## config.mk

```make
export PLATFORM = sky130hd
export DESIGN_NAME = irrigation_countdown
export DESIGN_NICKNAME = d
export VERILOG_FILES = /design/src/rtl/irrigation_countdown.sv
export SDC_FILE = /design/constraint.sdc
export NUM_CORES = 1
export LEC_CHECK = 0
export BUFFER_PORTS_ARGS = -buffer_cell sky130_fd_sc_hd__buf_2
export CORE_ASPECT_RATIO = 1.1
export CORE_MARGIN = 1.5
export CORE_UTILIZATION = 55
export DETAILED_ROUTE_END_ITERATION = 8
export PLACE_DENSITY = 0.89
export SLEW_MARGIN = 20
export SYNTH_ARGS = -nofsm -noshare
export SYNTH_HDL_FRONTEND = slang
export SYNTH_SLANG_ARGS = --single-unit
```

## constraint.sdc

```tcl
create_clock -name clock -period 3.5 [get_ports clock]
set_clock_uncertainty 0.15 [all_clocks]
set_input_delay 0.7 -clock clock [delete_from_list [all_inputs] [get_ports clock]]
set_output_delay 0.7 -clock clock [all_outputs]
set_load 0.02 [all_outputs]
```

## src/rtl/irrigation_countdown.sv

```systemverilog
// Irrigation countdown: MM:SS BCD timer reloaded from a mode-selected preset,
// ticking down once per TICK_DIVISOR clocks and pulsing expired at 00:00.
module irrigation_countdown #(
   parameter int TICK_DIVISOR = 50_000_000
) (
   input  logic        clock,
   input  logic        reset_n,
   input  logic        timer_reset,
   input  logic        splinker_mode_on,
   input  logic [12:0] spk_preset,
   input  logic [12:0] drip_preset,
   output logic [1:0]  minutes_d,
   output logic [3:0]  minutes_u,
   output logic [2:0]  seconds_d,
   output logic [3:0]  seconds_u,
   output logic        running,
   output logic        expired,
   output logic        preset_invalid
);

   localparam int PW = $clog2(TICK_DIVISOR);
   localparam logic [PW-1:0] TICK_MAX = PW'(TICK_DIVISOR - 1);

   typedef enum logic [1:0] {
      S_LOAD,
      S_RUN,
      S_DONE
   } state_t;

   typedef struct packed {
      logic [1:0] md;
      logic [3:0] mu;
      logic [2:0] sd;
      logic [3:0] su;
   } bcd_time_t;

   state_t    state_q, state_d;
   bcd_time_t digits_q, digits_d;
   logic [PW-1:0] presc_q, presc_d;
   logic      running_q, running_d;
   logic      expired_q, expired_d;
   logic      invalid_q, invalid_d;

   bcd_time_t sel;
   bcd_time_t dec;
   logic      sel_bad;
   logic      tick;

   // Only called in RUN, where digits are legal and nonzero.
   function automatic bcd_time_t bcd_dec(input bcd_time_t t);
      bcd_time_t r;
      r = t;
      if (t.su != 4'd0) begin
         r.su = t.su - 4'd1;
      end else begin
         r.su = 4'd9;
         if (t.sd != 3'd0) begin
            r.sd = t.sd - 3'd1;
         end else begin
            r.sd = 3'd5;
            if (t.mu != 4'd0) begin
               r.mu = t.mu - 4'd1;
            end else begin
               r.mu = 4'd9;
               r.md = t.md - 2'd1;
            end
         end
      end
      return r;
   endfunction

   always_comb begin
      sel       = splinker_mode_on ? bcd_time_t'(spk_preset)
                                   : bcd_time_t'(drip_preset);
      sel_bad   = (sel.mu > 4'd9) || (sel.sd > 3'd5) || (sel.su > 4'd9);
      dec       = bcd_dec(digits_q);
      tick      = (presc_q == TICK_MAX);

      state_d   = state_q;
      digits_d  = digits_q;
      presc_d   = presc_q;
      expired_d = 1'b0;
      invalid_d = invalid_q;

      if (timer_reset) begin
         state_d   = S_LOAD;
         digits_d  = sel_bad ? '0 : sel;
         presc_d   = '0;
         invalid_d = sel_bad;
      end else begin
         unique case (state_q)
            S_LOAD: begin
               presc_d = '0;
               if (digits_q == '0) begin
                  state_d   = S_DONE;
                  expired_d = 1'b1;
               end else begin
                  state_d = S_RUN;
               end
            end
            S_RUN: begin
               if (tick) begin
                  presc_d  = '0;
                  digits_d = dec;
                  if (dec == '0) begin
                     state_d   = S_DONE;
                     expired_d = 1'b1;
                  end
               end else begin
                  presc_d = presc_q + PW'(1);
               end
            end
            S_DONE: begin
               digits_d = '0;
               presc_d  = '0;
            end
            default: begin
               state_d  = S_LOAD;
               digits_d = '0;
               presc_d  = '0;
            end
         endcase
      end

      running_d = (state_d == S_RUN);
   end

   always_ff @(posedge clock or negedge reset_n) begin
      if (!reset_n) begin
         state_q   <= S_LOAD;
         digits_q  <= '0;
         presc_q   <= '0;
         running_q <= 1'b0;
         expired_q <= 1'b0;
         invalid_q <= 1'b0;
      end else begin
         state_q   <= state_d;
         digits_q  <= digits_d;
         presc_q   <= presc_d;
         running_q <= running_d;
         expired_q <= expired_d;
         invalid_q <= invalid_d;
      end
   end

   assign minutes_d      = digits_q.md;
   assign minutes_u      = digits_q.mu;
   assign seconds_d      = digits_q.sd;
   assign seconds_u      = digits_q.su;
   assign running        = running_q;
   assign expired        = expired_q;
   assign preset_invalid = invalid_q;

endmodule

```

==> metrics.txt, run 1 <==
layout cells sized above 1 0.2226; Worst-Skew Late Latency 0.29 ns; DRC viols 0; Final nets between 300 and 400; Final Critical Period between 2 and 3 ns; post-synthesis sequential area ratio 0.4169; max incr delay on CP ~0.87 ns; outcome complete, no violations; critical-path cell list ha_1 > and4_1 > nand4_1 > o41ai_4 > o21ai_0 > o2bb2ai_1; Starting Density 0.5718; R2R Path Start presc_q[0]$_DFF_PN0_; Final period util 0.7618; Max Slew Vio Count 0; Max-Cap Viols 0; RSZ-0062 raised after global routing false; FF-to-FF End seconds_d[2]$_DFFE_PN0P_; Cells after Synth roughly 290; WL met1 about 2.6 mm; Reg2Reg Depth 6; WL final 5.739 mm; WL per Instance around 15 microns; commonest non-fill, non-tap cell in the layout nor2_1; Syn Nets ~320; PortBufs 45; Critical Path AT roughly 2.7 ns; Seq cells post-synth between 40 and 50; CTS clk-pin slew, worst paths approximately 0.080 ns; Placer Congestion approximately 0.83; CTS tree done; CP endpoint kind flip-flop; Core ar. around 4600 sq um; Max Root-Sink Buffers 2; Leakage 1.333 nW; total die area 5228 sq um; Final Non-Filler Cells approximately 380; # Post-CTS Setup Buffers 0; largest net degree at the start of global routing between 40 and 50; uppermost layer routed met4; die width 69.08 microns; number of synthesized flops with an enable pin 0; placed insts approximately 380; # setup viols final 0; crit-path max FO 16; grt total ovfl 0; number of gates resized after CTS 0; TritonCTS buffer count 5; Worst EP required around 3.5 ns; Mapped Area ~2600 sq um; Hold Fails Final Rpt 0; pwr/cell area 379.2 nW/um^2; Async SR Flop Fraction 1.000; worst reg-to-reg setup slack approximately 0.83 ns; vias in the first global route 2133; number of H-tree levels 2; DRT Pass-1 Iters 4; Antenna diodes 0; initial DRC count around 140; VDD IR max 0.0001823 V; total power draw 1.128 mW; DP HPWL around 4.1 mm; initial antenna violation count 0; commonest non-fill, non-tap cells in the layout 47 x nor2_1, 45 x buf_2, 44 x dfrtp_1; Core Rows 26; Hold Buf Count CTS 0; Via density 5.964; clock sinks 44; Peak Freq around 0.38 GHz; Fillers ~390; Die Ht between 70 and 80 microns; Routed Antenna Nets 0; Worst Setup Start Kind flip-flop; Yosys cell types 49; first-pass GRT wire length ~9.4 mm; met2 WL post-DR approximately 2.8 mm; CP Class flip-flop to flip-flop; launch point of the worst path presc_q[0]$_DFF_PN0_; average size of a mapped cell 9.203 sq um; Synth Flop Type dfrtp_1; root buf cell clkbuf_8; I/O pin cnt 46; Rel. slew slack 0.4384; Final TNS setup 0 ns; slew of the pin with the lowest slew margin between 0.8 and 0.9 ns; routed via count around 2300; cell at the slowest stage of the critical path o41ai_4; Area Overhead vs Synth 12.60%; met3 WL 259 microns; gr usage total 0.2269; Ys Warns 0; Hold WC Path Type primary input to async pin
[synth_stat cells (all sizes together) (2+ instances only)]
| cell type | instances | area [sq um] |
|---|---|---|
| nand2 | 19 | 71.32 |
| mux2i | 3 | 30.03 |
| o211ai | 2 | 15.01 |
| nor4 | 7 | 58.81 |
| o21a | 2 | 15.01 |
| dfrtp | 44 | 1101 |
| and2 | 6 | 38.79 |
| a41oi | 3 | 26.28 |
| or4 | 3 | 30.03 |
| nor4b | 3 | 38.79 |
| xnor2 | 4 | 35.03 |
| nand3 | 13 | 65.06 |
| inv | 5 | 18.77 |
| nand4 | 8 | 50.05 |
| a31oi | 5 | 31.28 |
| or3 | 3 | 18.77 |
| and3 | 6 | 37.54 |
| a32oi | 2 | 17.52 |
| nor2 | 47 | 176.4 |
| nor3 | 6 | 30.03 |
| clkbuf | 8 | 31.28 |
| mux2 | 7 | 78.83 |
| o2bb2ai | 7 | 61.31 |
| xor2 | 19 | 166.4 |
| o21ai | 12 | 60.06 |
| nand2b | 3 | 18.77 |
| and4 | 7 | 61.31 |
| ha | 2 | 25.02 |
| a21oi | 13 | 68.82 |
| buf | 7 | 51.30 |
[metal layers]
metal	vias up	GRT usage
li1	1122	-
met1	1096	0.2873
met2	64	0.3868
met3	8	0.04630
met4	0	0.09804
met5	-	0
[power by group]
part	total, mW	leakage [nW]	internal (mW)	switching [mW]
Sequential	0.575	0.594	0.534	0.0405
Combinational	0.258	0.698	0.103	0.154
Clock	0.295	0.0410	0.136	0.160
Total	1.13	1.33	0.773	0.354
[through the flow]
stage                     area [sq um]  setup WS [ns]    util  hold WS [ns]
after floorplan                   2641          1.281       -        0.2544
after CTS                         2954         0.8660  0.6395        0.3533
after detailed placement          2877         0.8789  0.6227        0.3350
final                             2974         0.8339  0.6438        0.1363
after global placement            2877         0.9506  0.6227        0.3113
after global routing              2974         0.5058  0.6438        0.1453
[logic make-up after synthesis]
kind of cell / count (synthesis) / synth area share
AO/OA/AOI/OAI: 56 / 0.1521
buffers and inverters: 20 / 0.03837
adder cells (fa/ha/maj): 2 / 0.009473
multiplexers: 10 / 0.04121
AND/OR/NAND/NOR: 132 / 0.2658
flip-flops: 44 / 0.4169
XOR/XNOR: 23 / 0.07627
[layout make-up]
class	count	area [sq um]	area share
clock buffer	6	72.57	0.02440
sequential	44	1101	0.3702
clock inverter	1	5.005	0.001683
timing repair buffer	49	267.8	0.09003
tap	56	70.07	0.02356
inverter	5	18.77	0.006310
multi-input combinational	223	1439	0.4838
[worst max-delay path: cells and delay by family (launching register included)]
family,cells,cell delay (ns)
simple gates,2,0.52
flops,1,0.40
compound gates,3,1.25
fa+ha+maj,1,0.22
[worst max path at each step]
stage | slack (ns) | to | cells after the start
after floorplan | 1.28 | minutes_d[0]$_DFFE_PN0P_ | 6
after global placement | 0.95 | seconds_d[2]$_DFFE_PN0P_ | 6
after detailed placement | 0.88 | seconds_d[2]$_DFFE_PN0P_ | 6
after CTS | 0.87 | seconds_d[2]$_DFFE_PN0P_ | 6
after global routing | 0.51 | seconds_d[2]$_DFFE_PN0P_ | 6
final | 0.83 | seconds_d[2]$_DFFE_PN0P_ | 6
[registers in the layout, summed over array words and instances, names as in the netlist]
register	count
preset_invalid	1
presc_q	26
seconds_u	4
seconds_d	3
expired	1
minutes_u	4
running	1
state_q	2
minutes_d	2
No activity file was read; power rests on OpenSTA's default activity.
==> inputs of run 2 (changes only) <==
--- a/config.mk
+++ b/config.mk
@@ -8,9 +8,9 @@
 export BUFFER_PORTS_ARGS = -buffer_cell sky130_fd_sc_hd__buf_2
 export CORE_ASPECT_RATIO = 1.1
 export CORE_MARGIN = 1.5
-export CORE_UTILIZATION = 55
+export CORE_UTILIZATION = 51
 export DETAILED_ROUTE_END_ITERATION = 8
-export PLACE_DENSITY = 0.89
+export PLACE_DENSITY = 0.87
 export SLEW_MARGIN = 20
 export SYNTH_ARGS = -nofsm -noshare
 export SYNTH_HDL_FRONTEND = slang
==> constraint.sdc (replaced) <==
create_clock -name clock -period 2.3 [get_ports clock]
set_clock_uncertainty 0.15 [all_clocks]
set_input_delay 0.46 -clock clock [delete_from_list [all_inputs] [get_ports clock]]
set_output_delay 0.46 -clock clock [all_outputs]
set_load 0.02 [all_outputs]
==> run 2 against run 1 <==
Design area increased by 4.1%. Sequential power increased by 51%. Routed wire length increased by 4.4%. Non-clock buffer count increased by 13. Critical path depth increased by 2. Clock-buffer cell count decreased by 1. Largest power group unchanged.
==> metrics.txt, run 2 (synthesized netlist as in run 1, its figures left out) <==
Reg with most FFs presc_q (unchanged); routed via count 2377 (was 2290); M1 GR Usage 0.2724 (was 0.2873); gr usage total 0.2285 (was 0.2269); initial antenna violation count 0 (unchanged); Worst Setup Start Kind flip-flop (unchanged); grt total ovfl 0 (unchanged); Core Rows 27 (was 26); die width 71.62 microns (was 69.08 microns); Leakage 1.411 nW (was 1.333 nW); Largest register FFs 26 (unchanged); largest net degree at the start of global routing 30 (was 45); number of gates resized after CTS 0 (unchanged); Routed Antenna Nets 0 (unchanged); # setup viols final 0 (unchanged); first-pass GRT wire length 10.35 mm (was 9.439 mm); Starting Density 0.5283 (was 0.5718); M3 GR Usage 0.06547 (was 0.04630); Die Ht 78.48 microns (was 75.68 microns); slew of the pin with the lowest slew margin 0.6431 ns (was 0.8396 ns); Critical Path AT 2.21 ns (was 2.69 ns); Antenna diodes 0 (unchanged); WL final 5.992 mm (was 5.739 mm); PortBufs 45 (unchanged); Max Slew Vio Count 0 (unchanged); CP Class flip-flop to flip-flop (unchanged); Via density 5.943 (was 5.964); commonest non-fill, non-tap cells in the layout 47 x nor2_1, 45 x buf_2, 44 x dfrtp_1 (unchanged); DRC viols 0 (unchanged); root buf cell clkbuf_8 (unchanged); vias in the first global route 2361 (was 2133); Final Critical Period 2.178 ns (was 2.666 ns); I/O pin cnt 46 (unchanged); VDD IR max 0.0003333 V (was 0.0001823 V); most used routing layer met2 (unchanged); Placer Congestion 0.8283 (was 0.8328); Area Overhead vs Synth 17.24% (was 12.60%); CP endpoint kind flip-flop (unchanged); Max-Cap Viols 0 (unchanged); GR Layer Usage met2 0.3907 (was 0.3868); Core ar. 5000 sq um (was 4619 sq um); Final TNS setup 0 ns (unchanged); Rel. slew slack 0.5713 (was 0.4384); commonest non-fill, non-tap cell in the layout nor2_1 (unchanged); pwr/cell area 572.5 nW/um^2 (was 379.2 nW/um^2); Hold WS 0.02347 ns (was 0.1363 ns); total die area 5620 sq um (was 5228 sq um); layout cells sized above 1 0.2573 (was 0.2226); Final period util 0.9470 (was 0.7618); TritonCTS buffer count 5 (unchanged); DRT Pass-1 Iters 4 (unchanged); initial DRC count 116 (was 137); CTS clk-pin slew, worst paths 0.09 ns (was 0.08 ns); WL per Instance 14.98 microns (was 14.95 microns); clock sinks 44 (unchanged); outcome complete, no violations (unchanged); Worst-Skew Late Latency 0.30 ns (was 0.29 ns); Max Root-Sink Buffers 2 (unchanged); CTS tree done (unchanged); DP HPWL 4.478 mm (was 4.124 mm); Hold Fails Final Rpt 0 (unchanged); Peak Freq 0.4591 GHz (was 0.3751 GHz); crit-path max FO 16 (unchanged); Final nets 373 (was 360); total power draw 1.773 mW (was 1.128 mW); Worst EP required 2.33 ns (was 3.52 ns); number of H-tree levels 2 (unchanged); Hold WC Path Type primary input to async pin (unchanged)
==> run 2: changes by cell type in the layout (fill, tap and decap cells not counted) <==
| cell | before | now |
|---|---|---|
| buf_12 | 1 | 2 |
| buf_4 | 3 | 15 |
| clkbuf_1 | 1 | 0 |
| clkinv_2 | 1 | 2 |
| clkinv_4 | 0 | 1 |
==> run 2: critical path: stages (launching register included) <==
cell and delay [ns]:
dfrtp_1 0.40, ha_1 0.19, and4_1 0.27, nand4_1 0.17, buf_4 0.20, o41ai_4 0.26
buf_12 0.19, o21ai_0 0.09, o2bb2ai_1 0.15
==> run 2: repair_timing <==
action,CTS,global route
setup buffers,0,1
hold buffers,0,0
endpoints found under the setup margin,0,38
hold endpoints to repair,0,0
==> run 2: final timing paths <==
path                                      start                  endpoint  slack, ns  depth (start not counted)
setup / recovery           presc_q[0]$_DFF_PN0_  minutes_d[0]$_DFFE_PN0P_       0.12                          8
hold / removal                          reset_n     presc_q[18]$_DFF_PN0_       0.02                          1
setup reg to reg           presc_q[0]$_DFF_PN0_  minutes_d[0]$_DFFE_PN0P_       0.12                          8
hold reg to reg            presc_q[0]$_DFF_PN0_      presc_q[0]$_DFF_PN0_       0.35                          1
max in group asynchronous               reset_n         expired$_DFF_PN0_       1.38                          2
min in group clock                  timer_reset      state_q[1]$_DFF_PN0_       0.30                          2
==> run 2: layer usage <==
| metal | routed length (microns) | up-vias |
|---|---|---|
| met3 | 326 | 8 |
| met4 | 78 | 0 |
| met1 | 2520 | 1147 |
| li1 | - | 1153 |
| met2 | 3067 | 69 |
| met5 | 0 | - |
==> run 2: through the flow <==
stage                     area, sq um  instances  utilization  setup WS (ns)
after global placement           3002        391       0.6004         0.1669
after floorplan                  2641        287            -        0.08143
final                            3097        400       0.6194         0.1218
after global routing             3097        400       0.6194      -0.006343
after detailed placement         3002        391       0.6004        0.05334
after CTS                        3089        399       0.6179        0.04935
==> run 2: where the power goes <==
part,switching (mW),internal [mW]
Combinational,0.251,0.175
Clock,0.269,0.212
Sequential,0.0530,0.813
==> run 2: area by class of cell <==
cell class                 instances  area, sq um
tap                               58        72.57
multi-input combinational        223         1439
timing repair buffer              62        377.9
sequential                        44         1101
fill                             417         1903
clock inverter                     3        18.77
inverter                           5        18.77
clock buffer                       5        68.82
